`src/rtl/wptr_full_pkt.sv`:
```
// rtl/wptr_full_pkt.sv - FIFO write-side pointer/flag generator with optional commit/discard packet framing
module wptr_full_pkt #(
  parameter int ADDRSIZE = 4,
  parameter bit PKT_MODE = 1'b1
) (
  input  logic                wclk,
  input  logic                wrst,
  input  logic                winc,
  input  logic                wcommit,
  input  logic                wdiscard,
  input  logic [ADDRSIZE:0]   wq2_rptr,
  input  logic [ADDRSIZE:0]   afull_thresh,
  output logic [ADDRSIZE-1:0] waddr,
  output logic [ADDRSIZE:0]   wptr,
  output logic                wfull,
  output logic                awfull,
  output logic [ADDRSIZE:0]   wlevel,
  output logic                wdrop
);

  localparam logic [ADDRSIZE:0] DEPTH = {1'b1, {ADDRSIZE{1'b0}}};

  function automatic logic [ADDRSIZE:0] bin2gray(input logic [ADDRSIZE:0] b);
    return b ^ (b >> 1);
  endfunction

  function automatic logic [ADDRSIZE:0] gray2bin(input logic [ADDRSIZE:0] g);
    logic [ADDRSIZE:0] b;
    for (int i = 0; i <= ADDRSIZE; i++) b[i] = ^(g >> i);
    return b;
  endfunction

  logic [ADDRSIZE:0] wbin_q, wbin_d;
  logic [ADDRSIZE:0] cbin_q, cbin_d;
  logic              bad_q, bad_d;
  logic [ADDRSIZE:0] wptr_q, wptr_d;
  logic              wfull_q, wfull_d;
  logic              awfull_q, awfull_d;
  logic [ADDRSIZE:0] wlevel_q, wlevel_d;
  logic              wdrop_q, wdrop_d;

  logic [ADDRSIZE:0] rbin;
  logic [ADDRSIZE:0] wbinnext;
  logic              wen;
  logic              frame_bad;

  always_comb begin
    rbin      = gray2bin(wq2_rptr);
    wen       = winc & ~wfull_q & ~bad_q & ~(PKT_MODE & wdiscard);
    wbinnext  = wbin_q + {{ADDRSIZE{1'b0}}, wen};
    // A frame that lost any word to overflow can never be committed.
    frame_bad = bad_q | (winc & wfull_q);

    wbin_d  = wbinnext;
    cbin_d  = cbin_q;
    bad_d   = 1'b0;
    wptr_d  = wptr_q;
    wdrop_d = 1'b0;

    if (!PKT_MODE) begin
      cbin_d  = wbinnext;
      wptr_d  = bin2gray(wbinnext);
      wdrop_d = winc & wfull_q;
    end else if (wdiscard || (wcommit && frame_bad)) begin
      wbin_d  = cbin_q;
      wdrop_d = ~wdiscard;
    end else if (wcommit) begin
      cbin_d = wbinnext;
      wptr_d = bin2gray(wbinnext);
    end else begin
      bad_d = frame_bad;
    end

    wlevel_d = wbin_d - rbin;
    wfull_d  = (wlevel_d == DEPTH);
    awfull_d = (afull_thresh != '0) && (wlevel_d >= afull_thresh);
  end

  always_ff @(posedge wclk) begin
    if (wrst) begin
      wbin_q   <= '0;
      cbin_q   <= '0;
      bad_q    <= 1'b0;
      wptr_q   <= '0;
      wfull_q  <= 1'b0;
      awfull_q <= 1'b0;
      wlevel_q <= '0;
      wdrop_q  <= 1'b0;
    end else begin
      wbin_q   <= wbin_d;
      cbin_q   <= cbin_d;
      bad_q    <= bad_d;
      wptr_q   <= wptr_d;
      wfull_q  <= wfull_d;
      awfull_q <= awfull_d;
      wlevel_q <= wlevel_d;
      wdrop_q  <= wdrop_d;
    end
  end

  assign waddr  = wbin_q[ADDRSIZE-1:0];
  assign wptr   = wptr_q;
  assign wfull  = wfull_q;
  assign awfull = awfull_q;
  assign wlevel = wlevel_q;
  assign wdrop  = wdrop_q;

endmodule

```
`config.mk`:
```
export PLATFORM = sky130hd
export DESIGN_NAME = wptr_full_pkt
export DESIGN_NICKNAME = d
export VERILOG_FILES = /design/src/rtl/wptr_full_pkt.sv
export SDC_FILE = /design/constraint.sdc
export NUM_CORES = 1
export LEC_CHECK = 0
export CAP_MARGIN = 0
export CORE_ASPECT_RATIO = 1.25
export CORE_MARGIN = 10
export CORE_UTILIZATION = 40
export DETAILED_ROUTE_END_ITERATION = 8
export GPL_TIMING_DRIVEN = 0
export PLACE_DENSITY = 0.77
export SYNTH_ARGS = -nofsm -noshare
export SYNTH_HDL_FRONTEND = slang
export SYNTH_SLANG_ARGS = --single-unit
```
`constraint.sdc`:
```
create_clock -name wclk -period 3.8 [get_ports wclk]
set_input_delay 0.38 -clock wclk [delete_from_list [all_inputs] [get_ports wclk]]
set_output_delay 0.38 -clock wclk [all_outputs]
set_load 0.03 [all_outputs]
```
==> results of run 1 <==
sequential cells by signal, summed over array words and instances (netlist names):
signal  count
cbin_q      5
wbin_q      5
wlevel      5
wptr        4
awfull      1
bad_q       1
wdrop       1
wfull       1
cell usage after synthesis (2+ instances only):
master    instances
dfxtp_1          23
nor2_1           20
nand2_1          12
a21oi_1          11
inv_1            10
ha_1              9
xnor2_1           9
buf_4             7
o21ai_0           6
xor2_1            6
and2_1            4
a211oi_1          3
clkbuf_1          3
nand2b_1          3
nor3_1            3
nand3_1           2
nand4_1           2
nor2b_1           2
path summary, 6_finish.rpt:
| kind | slack, ns | end |
|---|---|---|
| worst max-delay path | 0.31 | awfull |
| worst max register to register | 0.60 | awfull |
| worst min-delay path | 0.46 | wptr[0] |
| worst min register to register | 0.46 | wptr[0] |
cell usage in the layout, fill, tap and decap left out:
cell type and instances:
fa_1 1, and2_1 4, and4_1 1, a41oi_1 1
buf_6 1, nand4_1 2, clkdlybuf4s50_1 31, or3_1 1
clkbuf_8 3, nor4b_4 1, a21o_1 1, a211oi_1 3
xnor2_2 1, a31oi_1 1, mux2_2 1, nor4_1 1
and3_4 1, xor2_1 4, nor4b_1 1, or4b_1 1
nor2b_1 2, a21oi_1 11, xnor2_1 8, xor2_2 2
nand2_1 12, clkbuf_2 1, nand2b_1 3, a21o_2 1
nand3_1 2, or3_4 1, and3_1 1, nor3_1 3
inv_1 10, a311oi_1 1, nor2_1 20, clkbuf_1 4
ha_1 9, buf_4 9, dfxtp_1 23, o21ai_0 6
report_power, final:
part	leakage [nW]	internal (W)	total, W	switching [W]
registers	0.189	0.000268	0.000278	0.0000100
clock network	0.0228	0.0000747	0.000148	0.0000734
logic	0.513	0.000142	0.000309	0.000167
total	0.725	0.000485	0.000735	0.000250
routing by layer:
| layer | part of all wire (%) | routed length (um) | GRT usage (%) |
|---|---|---|---|
| met2 | 52 | 1469 | 17.19 |
| met5 | 0 | 0 | 0 |
| met1 | 40 | 1139 | 9.332 |
| met3 | 6.1 | 173 | 3.452 |
| met4 | 1.2 | 35 | 2.646 |
timing repair:
item                                    4_1_cts  5_1_grt
endpoints found under the setup margin        1        1
pin swaps                                     0        2
resized for setup                             1        3
buffers inserted                              0        2
through the flow:
stage	cells	setup TNS, ns
floorplan	153	0
global placement	221	-0.3045
detailed placement	221	-0.3096
CTS	225	0
global route	227	0
finish	227	0
final cells by class:
cell class | instances | area share, %
buffer | 12 | 4.585
clock buffer | 4 | 2.579
inverter | 10 | 2.149
multi-input combinational | 108 | 43.05
sequential | 23 | 26.36
tap | 37 | 2.650
timing repair buffer | 33 | 18.62
logic make-up after synthesis:
family | count (synthesis) | share of synthesized area, %
muxes | 1 | 0.8670
and+or+nand+nor | 57 | 22.93
xor gates and xnor gates | 15 | 10.12
adders and majority gates | 10 | 10.21
DFF | 23 | 35.45
AOI/OAI and AO/OA | 25 | 11.37
buffers and inverters | 22 | 9.056
worst register-to-register path, cell delays in order, from the launching register on:
cell and delay, ns:
dfxtp_1 0.35, a21o_2 0.21, a21oi_1 0.22, buf_6 0.17
o21ai_0 0.12, ha_1 0.25, fa_1 0.40, nand2b_1 0.16
a21oi_1 0.15, xor2_1 0.10, or3_4 0.34, and2_1 0.17
ha_1 0.26, o21ai_0 0.15, a21oi_1 0.06
==> out/metrics.cfg, run 1 <==
[outcome]
outcome=complete, no violations

[floorplanning]
ioPinCount=32
die_y_um=83.71
coreArea_sq_um=3166
rows=23
dieArea_sq_um=5940
chipWidth_um=70.97
start_util_pct=41.03

[synth]
yosysSeqAreaShare_pct=35.45
synth_top_area_share_pct=35.45
yosysWarningCount=0
synth_ff_type=dfxtp_1
ys_top_cells_by_area=dfxtp_1 35%, ha_1 8.7%, xnor2_1 6.1%
synth_cells=153
ys_seq_elements=23
ys_types=36
synth_enable_flop_cells=0
yosysTopAreaCell=dfxtp_1
netlist_area_sq_um=1299
syn-num-nets=178
ys_async_sr_fraction_pct=0
syn_avg_cell_area_sq_um=8.489

[clocking]
cts_sinks=23
root_buffer=clkbuf_8
clk_pin_slew_ns=0.08
tritoncts=done
cts_buffer_depth=2
cts_buffers=3
cts_max_level=1
worstSkewPairLatency_ns=0.26
cts_hold_buf=0

[final_layout]
syn_to_final_growth_pct=34.49
fillers=311
n_antenna_cell=0
utilization_pct=55.18
seq_area_sq_um=460.4
multiInputGateArea_sq_um=752.0
finalInstanceArea_sq_um=1747
fin_nets=216
drive_gt1_share_pct=11.58

[drt]
vias=1108
drt_pass1_iterations=4
wl_mm=2.817
avgViaCountPerCell=4.881
final_antenna_net_count=0
first_iter_violations=45
drc_errors=0
wl_per_cell_um=12.41

[power]
max-vdd-ir-drop_mv=0.1998
p_total_w=0.0007351
cellLeakagePower_nw=0.7249
p_per_area_nw_per_um2=420.8

[worst_setup_path]
crit_path_start_kind=input pin
cp_slowest_stage_delay_ns=0.51
startpoint=wdiscard
cp.depth=15
worstReg2RegStart=wfull
cp_max_fo=5
path_buf_inv=2
rr_worst_depth=14
crit_arrival_ns=3.63
cp_cell_sequence=clkdlybuf4s50_1 > nor4b_4 > buf_4 > nand2_1 > xor2_1 > a21o_1 > fa_1 > nand2b_1 > a21oi_1 > xor2_1 > or3_4 > and2_1 > ha_1 > o21ai_0 > a21oi_1
critPathCaptureType=register
cp_top_family=simple AND/OR/NAND/NOR gates
worstPathRequired_ns=3.94
cpMaxStageDelayCell=clkdlybuf4s50_1
criticalPathCategory=in -> reg

[timing]
period_minus_slack_ns=3.487
maxSlewViolCount=0
tightest_slew_ns=0.5126
fin_ws_ns=0.3133
holdWs_ns=0.4557
slew_headroom_pct=65.83
fin_worst_skew_ns=0.007714
max_freq_mhz=286.8
hold_viol=0
grt_setup_unrepaired=no
setup_viol=0
fin_crit_sh_pct=91.76

[global_route]
grt_pass1_vias=1145
grt_use_total_pct=9.322
antenna_found_initial=0
overflow=0
grt_pass1_wl_mm=4.726
grt_max_degree=13

[placed_design]
hpwl_mm=2.243
gp_congestion=0.7580
portBuffers=31
dp_slack_ns=-0.3096
placed_cell_area_sq_um=1655

[flow_run]
cap_violations=0

[min_path]
min_path_cells=2
hp-class=reg -> reg
hp-start=wptr[0]

Power figures use the tool's default switching activity.
==> run 2, diff against run 1 <==
--- a/config.mk
+++ b/config.mk
@@ -12,6 +12,7 @@
 export DETAILED_ROUTE_END_ITERATION = 8
 export GPL_TIMING_DRIVEN = 0
 export PLACE_DENSITY = 0.77
+export SLEW_MARGIN = 20
 export SYNTH_ARGS = -nofsm -noshare
 export SYNTH_HDL_FRONTEND = slang
 export SYNTH_SLANG_ARGS = --single-unit
==> results of run 2 <==
Same layout as run 1: the final DEF is identical, and so are final timing and power.
